### src/rtl/ddr_act_cas_sched_pkg.sv
// Shared types for the DDR4 ACT/CAS scheduling stage: command opcodes,
// decoded memory address, scheduler FSM states, rw encodings and the
// CAS address builder (closed-page, A10 set for auto-precharge).
package ddr_act_cas_sched_pkg;

  // Command opcode presented on cmd_op; DES when no command is driven.
  typedef enum logic [1:0] {
    DES = 2'd0,
    ACT = 2'd1,
    RD  = 2'd2,
    WR  = 2'd3
  } cmd_op_t;

  // Decoded transaction address as delivered by the request queue.
  typedef struct packed {
    logic [1:0]  bg;
    logic [1:0]  ba;
    logic [17:0] row;
    logic [9:0]  col;
  } mem_addr_type;

  // Scheduler FSM states, also exported for debug.
  typedef enum logic [2:0] {
    S_IDLE     = 3'd0,
    S_ACT      = 3'd1,
    S_TRCD     = 3'd2,
    S_CAS_WAIT = 3'd3,
    S_CAS      = 3'd4
  } sched_state_t;

  localparam logic [1:0] RW_READ  = 2'b01;
  localparam logic [1:0] RW_WRITE = 2'b10;

  localparam int ADDR_W = 18;

  // Column address with A10=1 so every CAS closes the page behind it.
  function automatic logic [ADDR_W-1:0] cas_addr(input logic [9:0] col);
    return {7'd0, 1'b1, col};
  endfunction

endpackage

### src/rtl/ddr_act_cas_sched_if.sv
// Request channel between the transaction queue (master) and the
// ACT/CAS scheduler (slave).
//
// Handshake: a transfer happens on every rising clock edge where
// req_valid and req_ready are both 1. The master holds req_rw/req_addr
// stable while req_valid is 1 and may not retract it before the transfer;
// req_ready may change freely when req_valid is 0.
interface ddr_act_cas_sched_if;
  import ddr_act_cas_sched_pkg::*;

  logic         req_valid;
  logic         req_ready;
  logic [1:0]   req_rw;
  mem_addr_type req_addr;

  modport master (output req_valid, output req_rw, output req_addr, input req_ready);
  modport slave  (input req_valid, input req_rw, input req_addr, output req_ready);

endinterface

### src/rtl/ddr_act_cas_sched_tmr_cnt.sv
// ddr_tmr_cnt: loadable down-counter for one DRAM timing constraint.
// A load value of 0 is treated as 1. The counter holds the number of
// cycles still to wait and saturates at 0; expired is 1 at 0.
module ddr_tmr_cnt #(
  parameter int TW = 8
) (
  input  logic          clock,
  input  logic          reset,
  input  logic          load,
  input  logic [TW-1:0] load_val,
  output logic          expired
);

  logic [TW-1:0] cnt;

  // Load on request, otherwise count down and stick at zero.
  always_ff @(posedge clock or posedge reset) begin
    if (reset) begin
      cnt <= '0;
    end else if (load) begin
      cnt <= (load_val == '0) ? '0 : load_val - TW'(1);
    end else if (cnt != '0) begin
      cnt <= cnt - TW'(1);
    end
  end

  assign expired = (cnt == '0);

endmodule

### src/rtl/ddr_act_cas_sched.sv
// ddr_act_cas_sched: request-to-command stage of the DDR4 controller.
// Accepts one decoded transaction, issues ACT, waits tRCD, then issues a
// RD/WR with auto-precharge once tCCD has elapsed and the data stage is
// ready. One transaction in flight at a time.
//
// Optional build macro: DDR_SCHED_PERF_EN adds perf_act/perf_rd/perf_wr
// command counters.
//
// Timer alignment: each timer is loaded on the clock edge that commits
// its command (accept edge for tRCD/tRRD, edge into CAS for tCCD). A timer
// reading 0 in a cycle therefore means the dependent command may be
// issued in the following cycle, which gives accept-to-CAS = 1 + t_rcd,
// ACT-to-ACT >= t_rrd and CAS-to-CAS >= t_ccd exactly.
module ddr_act_cas_sched
  import ddr_act_cas_sched_pkg::*;
#(
  parameter int TW     = 8,
  parameter int PERF_W = 32
) (
  input  logic                 clock,
  input  logic                 reset,
  input  logic                 config_done,
  input  logic [TW-1:0]        t_rcd,
  input  logic [TW-1:0]        t_ccd,
  input  logic [TW-1:0]        t_rrd,
  ddr_act_cas_sched_if.slave   req,
  input  logic                 dn_ready,
  output logic                 cmd_valid,
  output cmd_op_t              cmd_op,
  output logic [1:0]           cmd_bg,
  output logic [1:0]           cmd_ba,
  output logic [ADDR_W-1:0]    cmd_a,
  output logic                 act_rdy,
  output logic [1:0]           act_rw,
  output logic                 cas_rdy,
  output logic [1:0]           cas_rw,
  output logic                 act_idle,
  output logic                 cas_idle,
  output sched_state_t         state_dbg
`ifdef DDR_SCHED_PERF_EN
  ,
  output logic [PERF_W-1:0]    perf_act,
  output logic [PERF_W-1:0]    perf_rd,
  output logic [PERF_W-1:0]    perf_wr
`endif
);

  if (TW < 1 || PERF_W < 1) begin : g_param_check
    $error("ddr_act_cas_sched: TW and PERF_W must be at least 1");
  end

  sched_state_t state, next_state;
  logic [1:0]   rw_q;
  mem_addr_type addr_q;

  logic rw_legal;
  logic accept;
  logic take;
  logic trcd_exp, ccd_exp, rrd_exp;
  logic cas_go;
  logic ccd_load;

  assign rw_legal = (req.req_rw == RW_READ) || (req.req_rw == RW_WRITE);

  // Reset is folded in so the port reads 0 while reset is held.
  assign req.req_ready = (state == S_IDLE) && config_done && rrd_exp && !reset;
  assign accept        = req.req_valid && req.req_ready;
  // Illegal rw codes are consumed but never become a transaction.
  assign take          = accept && rw_legal;

  assign cas_go   = trcd_exp && ccd_exp && dn_ready;
  assign ccd_load = (next_state == S_CAS);

  ddr_tmr_cnt #(.TW(TW)) u_trcd (
    .clock    (clock),
    .reset    (reset),
    .load     (take),
    .load_val (t_rcd),
    .expired  (trcd_exp)
  );

  ddr_tmr_cnt #(.TW(TW)) u_tccd (
    .clock    (clock),
    .reset    (reset),
    .load     (ccd_load),
    .load_val (t_ccd),
    .expired  (ccd_exp)
  );

  ddr_tmr_cnt #(.TW(TW)) u_trrd (
    .clock    (clock),
    .reset    (reset),
    .load     (take),
    .load_val (t_rrd),
    .expired  (rrd_exp)
  );

  // State register plus capture of the accepted transaction.
  always_ff @(posedge clock or posedge reset) begin
    if (reset) begin
      state  <= S_IDLE;
      rw_q   <= 2'b00;
      addr_q <= '0;
    end else begin
      state <= next_state;
      if (take) begin
        rw_q   <= req.req_rw;
        addr_q <= req.req_addr;
      end
    end
  end

  // Next-state selection; CAS is entered straight from ACT/TRCD when all
  // gating conditions already hold so no bubble is added.
  always_comb begin
    next_state = state;
    case (state)
      S_IDLE: begin
        if (take) next_state = S_ACT;
      end
      S_ACT, S_TRCD: begin
        if (cas_go)        next_state = S_CAS;
        else if (trcd_exp) next_state = S_CAS_WAIT;
        else               next_state = S_TRCD;
      end
      S_CAS_WAIT: begin
        if (ccd_exp && dn_ready) next_state = S_CAS;
      end
      S_CAS: begin
        next_state = S_IDLE;
      end
      default: begin
        next_state = S_IDLE;
      end
    endcase
  end

  // Command bus and status pulses decoded from the current state.
  always_comb begin
    cmd_valid = 1'b0;
    cmd_op    = DES;
    cmd_bg    = 2'b00;
    cmd_ba    = 2'b00;
    cmd_a     = '0;
    act_rdy   = 1'b0;
    act_rw    = 2'b00;
    cas_rdy   = 1'b0;
    cas_rw    = 2'b00;
    case (state)
      S_ACT: begin
        cmd_valid = 1'b1;
        cmd_op    = ACT;
        cmd_bg    = addr_q.bg;
        cmd_ba    = addr_q.ba;
        cmd_a     = addr_q.row;
        act_rdy   = 1'b1;
        act_rw    = rw_q;
      end
      S_CAS: begin
        cmd_valid = 1'b1;
        cmd_op    = (rw_q == RW_WRITE) ? WR : RD;
        cmd_bg    = addr_q.bg;
        cmd_ba    = addr_q.ba;
        cmd_a     = cas_addr(addr_q.col);
        cas_rdy   = 1'b1;
        cas_rw    = rw_q;
      end
      default: begin
      end
    endcase
  end

  assign act_idle  = (state == S_IDLE);
  assign cas_idle  = ccd_exp;
  assign state_dbg = state;

`ifdef DDR_SCHED_PERF_EN
  // Free-running command counters; wrap naturally at 2**PERF_W.
  always_ff @(posedge clock or posedge reset) begin
    if (reset) begin
      perf_act <= '0;
      perf_rd  <= '0;
      perf_wr  <= '0;
    end else begin
      if (state == S_ACT)                      perf_act <= perf_act + PERF_W'(1);
      if (state == S_CAS && rw_q != RW_WRITE)  perf_rd  <= perf_rd + PERF_W'(1);
      if (state == S_CAS && rw_q == RW_WRITE)  perf_wr  <= perf_wr + PERF_W'(1);
    end
  end
`endif

endmodule

### src/flat_wrapper.sv
// flat-port wrapper written by rule: the top's interface ports become plain ports
module ddr_act_cas_sched_flat import ddr_act_cas_sched_pkg::*;
#(
  parameter int TW     = 8,
  parameter int PERF_W = 32
)
  (clock, reset, config_done, t_rcd, t_ccd, t_rrd, dn_ready, cmd_valid, cmd_op, cmd_bg, cmd_ba, cmd_a, act_rdy, act_rw, cas_rdy, cas_rw, act_idle, cas_idle, state_dbg, req_req_valid, req_req_rw, req_req_addr, req_req_ready);
  ddr_act_cas_sched_if req_i ();
  input  logic clock;
  input  logic reset;
  input  logic config_done;
  input  logic [TW-1:0] t_rcd;
  input  logic [TW-1:0] t_ccd;
  input  logic [TW-1:0] t_rrd;
  input  logic dn_ready;
  output logic cmd_valid;
  output cmd_op_t cmd_op;
  output logic [1:0] cmd_bg;
  output logic [1:0] cmd_ba;
  output logic [ADDR_W-1:0] cmd_a;
  output logic act_rdy;
  output logic [1:0] act_rw;
  output logic cas_rdy;
  output logic [1:0] cas_rw;
  output logic act_idle;
  output logic cas_idle;
  output sched_state_t state_dbg;
  input wire logic [$bits(req_i.req_valid)-1:0] req_req_valid;
  input wire logic [$bits(req_i.req_rw)-1:0] req_req_rw;
  input wire logic [$bits(req_i.req_addr)-1:0] req_req_addr;
  output wire logic [$bits(req_i.req_ready)-1:0] req_req_ready;
  assign req_i.req_valid = req_req_valid;
  assign req_i.req_rw = req_req_rw;
  assign req_i.req_addr = req_req_addr;
  assign req_req_ready = req_i.req_ready;
  ddr_act_cas_sched #(.TW(TW), .PERF_W(PERF_W)) u_core (.clock(clock), .reset(reset), .config_done(config_done), .t_rcd(t_rcd), .t_ccd(t_ccd), .t_rrd(t_rrd), .req(req_i), .dn_ready(dn_ready), .cmd_valid(cmd_valid), .cmd_op(cmd_op), .cmd_bg(cmd_bg), .cmd_ba(cmd_ba), .cmd_a(cmd_a), .act_rdy(act_rdy), .act_rw(act_rw), .cas_rdy(cas_rdy), .cas_rw(cas_rw), .act_idle(act_idle), .cas_idle(cas_idle), .state_dbg(state_dbg));
endmodule
### config.mk
export PLATFORM = sky130hd
export DESIGN_NAME = ddr_act_cas_sched_flat
export DESIGN_NICKNAME = d
export VERILOG_FILES = /design/src/rtl/ddr_act_cas_sched_pkg.sv /design/src/rtl/ddr_act_cas_sched_if.sv /design/src/rtl/ddr_act_cas_sched_tmr_cnt.sv /design/src/rtl/ddr_act_cas_sched.sv /design/src/flat_wrapper.sv
export SDC_FILE = /design/constraint.sdc
export NUM_CORES = 1
export LEC_CHECK = 0
export ABC_AREA = 1
export BUFFER_PORTS_ARGS = -buffer_cell sky130_fd_sc_hd__buf_2
export CORE_ASPECT_RATIO = 0.75
export CORE_MARGIN = 2
export CORE_UTILIZATION = 32
export CTS_CLUSTER_SIZE = 28
export DETAILED_ROUTE_END_ITERATION = 8
export PLACE_DENSITY_LB_ADDON = 0.05
export SYNTH_ARGS = -nofsm -noshare
export SYNTH_HDL_FRONTEND = slang
export SYNTH_HIERARCHICAL = 1
export SYNTH_SLANG_ARGS = --single-unit
### constraint.sdc
create_clock -name clock -period 3.4 [get_ports clock]
set_input_delay 0.68 -clock clock [delete_from_list [all_inputs] [get_ports clock]]
set_output_delay 0.68 -clock clock [all_outputs]
set_load 0.05 [all_outputs]
Word-level counts from Yosys, hierarchy flattened
Index checks and enable logic that the tools add are counted.
Storage, ports and cells
  input port bits: 63
  register bits after elaboration: 61
  logic and storage cells: 72
Operators by class
  reductions and logical operators: 25
  equal/unequal tests: 8
  mux-type cells: 24
  add/sub/neg operators: 6
Operators with widths (count)
  8-bit 2-to-1 mux: 9
  8-bit logical NOT: 6
  8-bit by 1-bit subtractor with 8-bit output (second input constant): 6
  18-bit one-hot mux with 2 select lines: 1
  8-bit nonzero test: 3
  3-bit 2-to-1 mux: 3
  3-bit one-hot mux with 3 select lines: 1
  1-bit logical AND: 8
  2-bit 2-to-1 mux: 4
  3-bit by 2-bit equality test with 1-bit output (second input constant): 2
  3-bit equality test (second input constant): 2
  2-bit nonzero test: 3
  1-bit 2-to-1 mux: 5
  2-bit equality test (second input constant): 2
  2-bit one-hot mux with 2 select lines: 1
  2-bit OR reduction: 2
  3-bit by 1-bit equality test with 1-bit output (second input constant): 1
  3-bit logical NOT: 1
  2-bit by 1-bit equality test with 1-bit output (second input constant): 1
  1-bit logical NOT: 1
  1-bit logical OR: 1

Depth between registers and ports, before layout
  word-level depth: 10
  gate-level depth with buffers: 17

Modules after synthesis
The synthesis kept the hierarchy.
By module, submodules not included
  ddr_tmr_cnt: sequential area each 200.2 µm², times used 3, area an instance 749.5 µm², cells an instance 115
  ddr_act_cas_sched: sequential area each 925.9 µm², times used 1, area an instance 1873.0 µm², cells an instance 255

Worst setup path before layout
OpenSTA, ideal clock, no wires.
  path type: input port to output port
  from: input reset
  to: output req_req_ready
  data required time: 2720 ps
  setup slack: 360 ps
  data arrival time: 2360 ps
  stages on the path: 4
  path through: inv_1 nand3_1 nor2_8 buf_4
Between the ends
  word-level cells in the longest chain between the ends: 2
Ends and longest elaborated chain
  start, declared: line flat_wrapper.sv:10  | input logic reset;
  1-bit logical NOT: line ddr_act_cas_sched.sv:66  | assign req.req_ready = (state == S_IDLE) && config_done && rrd_exp && !reset;
  1-bit logical AND: line ddr_act_cas_sched.sv:66
  end, declared: line flat_wrapper.sv:31  | output wire logic [$bits(req_i.req_ready)-1:0] req_req_ready;
No other way between the ends.

Final worst setup path
  from: register u_core.u_trrd.cnt[0]
  to: output req_req_ready
Between the ends
  word-level cells in the longest chain between the ends: 3
Ends and longest elaborated chain
  start, declared: line ddr_act_cas_sched_tmr_cnt.sv:14  | logic [TW-1:0] cnt;
  start signal, assigned: line ddr_act_cas_sched_tmr_cnt.sv:21  | cnt <= (load_val == '0) ? '0 : load_val - TW'(1);
  start signal, assigned: line ddr_act_cas_sched_tmr_cnt.sv:23  | cnt <= cnt - TW'(1);
  8-bit logical NOT: line ddr_act_cas_sched_tmr_cnt.sv:27  | assign expired = (cnt == '0);
  named net u_core.rrd_exp: line ddr_act_cas_sched.sv:59  | logic trcd_exp, ccd_exp, rrd_exp;
  1-bit logical AND (2 in series): line ddr_act_cas_sched.sv:66
The timed path passes the listed nets, and every way through them passes these cells.

==> out/qor.csv <==
stage,metric,value,unit
power_and_ir_drop,cellPowerDensity,599,nW/um^2
logic_synthesis,syn_inst,600,
setup_path,critPathMaxStageDelay,0.40,ns
cts,h-tree-depth,3,
setup_path,cp-end-kind,output pin,
timing,max_slew_margin,59.5,%
global_route,first_global_vias,3803,
final_layout,final_common_cell,nand2_1,
timing,fin_crit_sh,82.5,%
setup_path,crit_path_start_kind,flip-flop,
route,avgViaCountPerCell,4.48,
logic_synthesis,syn-mean-instance-area,6.87,sq um
floorplanning,start_util,33.1,%
timing,tightest_slew,0.607,ns
route,drt_iter0_markers,245,
logic_synthesis,yosysWarnings,6,
final_layout,drive_above_1_share,23.5,%
floorplanning,core,12400,sq um
global_route,grt_usage,16.5,%
timing,layout_min_cycle_time,2.81,ns
global_route,grt_pass1_wl,18.0,mm
setup_path,required,2.72,ns
final_layout,final_nets,773,
flow_run,drv_cap,0,
floorplanning,io_pins,100,
placed_design,io_buffers,99,
power_and_ir_drop,p_sw,1.19,mW
logic_synthesis,netlist_area,4120,sq um
timing,fin_tns_setup,0,ns
final_layout,stdcell_count,872,
status,status,completed,
logic_synthesis,syn_nets,672,
placed_design,detailedPlace.worstSlack,0.737,ns
floorplanning,die_x,135,microns
timing,setup_viol,0,
setup_path,slowest_stage,dfrtp_1,
power_and_ir_drop,p_leak,2.74,nW
cts,cts_tree,built,
setup_path,crit_arrival,2.13,ns
final_layout,seqCellArea,1530,sq um
final_layout,multiInputGateArea,2190,sq um
route,wl,10.7,mm
floorplanning,fp.dieH,102,microns
setup_path,cp_cell_sequence,"inv_1, ha_1, inv_1, nor2_2, nand3_2, nor2_1, nand3_1, nor2_8, buf_2",
final_layout,final_area,5040,sq um
placed_design,placedCellCount,856,
global_route,grt_max_degree,38,
route,drc,0,
cts,clockBufferDepth,2,
cts,cts.clk_slew.worst_paths,0.05,ns
power_and_ir_drop,p_int,1.83,mW
final_layout,areaGrowthSynthToFinish,22.3,%
final_layout,layout_common_cells,"nand2_1 (219), buf_2 (99), nand3_1 (76), inv_1 (76), dfrtp_1 (61)",
final_layout,nFillCells,1368,
cts,cts_root_buffer,clkbuf_16,
logic_synthesis,ys_seq_area_share,37.0,%
cts,cts_setup_buffers,0,
power_and_ir_drop,peakVddDrop,250,uV
logic_synthesis,synth-seq-cells,61,
cts,numCtsBuffers,9,
cts,insertion_delay,0.33,ns
placed_design,dpl.hpwl,8.18,mm
floorplanning,rows,35,
floorplanning,dieArea,13800,sq um
timing,fin_skew,0.00557,ns
timing,grt_setup_unrepaired,no,
timing,maxClockFrequency,0.356,GHz
setup_path,cpMostUsedCell,inv_1,
timing,final-hold-violation-count,0,
cts,cts_hold_buffers,0,
final_layout,antennaDiodeCount,0,
route,vias,3904,
setup_path,crit_type,flip-flop to output pin,
power_and_ir_drop,sw_frac_of_total,39.5,%
placed_design,dpl_cell_area,4760,sq um
power_and_ir_drop,seqPwrFrac,38.1,%
logic_synthesis,netlist-cell-type-count,28,
global_route,antenna_found_initial,0,
cts,cts_sinks,61,
power_and_ir_drop,clkPwrFrac,27.7,%
timing,worst_slack,0.594,ns
power_and_ir_drop,p_comb_share,34.2,%
route,drt_first_pass_iters,4,
placed_design,gp_congestion,0.820,
min_path,hold_class,input port to async pin,
setup_path,r2r_slack,0.74,ns
route,wire_per_inst,12.2,microns
cts,cts-resized-gates,0,
route,ant_nets,0,
timing,final_max_slew_viol_count,0,
global_route,overflow,0,
final_layout,final_util,40.5,%
setup_path,path_max_fanout,3,
==> power by group through the flow <==
stage	Sequential, mW	Clock [mW]	Combinational (mW)
2_1_floorplan	1.13	0	0.785
3_3_place_gp	1.16	0	1.04
3_5_place_dp	1.16	0	1.04
4_1_cts	1.15	0.866	1.04
5_1_grt	1.18	0.902	1.20
6_report	1.15	0.835	1.03
==> logic make-up after synthesis <==
group,count (synthesis),share of synthesized area (%)
AND/OR/NAND/NOR,390,44.3
flip-flops,61,37.0
AO/OA/AOI/OAI,38,4.80
XOR/XNOR,6,1.28
adder cells (fa/ha/maj),9,2.73
buffers and inverters,96,9.90
==> worst max-delay path: cells and delay by family, from the launching register on <==
kind	cells	cell delay (ns)
buffers and inverters	3	0.45
AND/OR/NAND/NOR	5	0.75
adder cells (fa/ha/maj)	1	0.19
flip-flops	1	0.40
==> area by class of cell <==
type | instances | share of cell area [%]
multi-input cells | 443 | 43.4
clock inverters | 7 | 1.04
clock buffers | 9 | 4.47
repair buffers | 102 | 10.3
inverters | 84 | 6.41
flip-flops and latches | 61 | 30.3
well taps | 166 | 4.12
==> cells in the mapped netlist <==
library cell  count  area share (%)
nor2_2           13             2.0
nand2_2           4            0.61
nand3_2           3            0.73
o21bai_1          3            0.55
a21oi_1          21             2.6
nor2_1           48             4.4
o21ai_1           3            0.36
ha_1              9             2.7
xor2_1            3            0.64
nand4_1           6            0.91
nand3_1          76             9.2
nor3_2            3            0.73
nor2_4            7             1.9
buf_2             5            0.61
nor3_4            3             1.2
inv_2             4            0.36
o21ai_0          11             1.3
inv_1            77             7.0
buf_6             3            0.82
xnor2_1           3            0.64
or2_2             3            0.46
buf_4             3            0.55
clkbuf_1          1           0.091
inv_4             3            0.46
nand2_1         219              20
dfrtp_1          61              37
nor2_8            4             1.9
nand2_4           1            0.27
==> path summary, 6_finish.rpt <==
path,start,end,cells after the start
min in group clock,u_core/addr_q[5],u_core/addr_q[5],2
setup reg to reg,u_core/u_trrd/cnt[0],u_core/u_trcd/cnt[6],14
max in group asynchronous,reset,u_core/addr_q[8],3
hold / removal,reset,u_core/u_trcd/cnt[5],2
hold reg to reg,u_core/addr_q[5],u_core/addr_q[5],2
setup / recovery,u_core/u_trrd/cnt[0],req_req_ready,9
==> registers in the layout, indices dropped and copies added, names as in the netlist <==
register	cells
u_core/addr_q	32
u_core/u_tccd/cnt	8
u_core/u_trcd/cnt	8
u_core/u_trrd/cnt	8
u_core/state_dbg	3
u_core/rw_q	2
==> per-layer routing <==
layer | share of wire, % | up-vias | global-route usage [%]
met1 | 53 | 1746 | 23.6
li1 | - | 2069 | -
met3 | 4.5 | 6 | 3.87
met5 | 0 | - | 0
met2 | 42 | 83 | 24.8
met4 | 0.94 | 0 | 4.81
==> through the flow <==
step	power (mW)	hold slack, ns
after floorplan	1.92	0.442
after global placement	2.20	0.454
after detailed placement	2.20	0.458
after CTS	3.06	0.355
after global routing	3.29	0.359
final	3.02	0.341
Note: power is estimated with default switching activity, not from simulation.
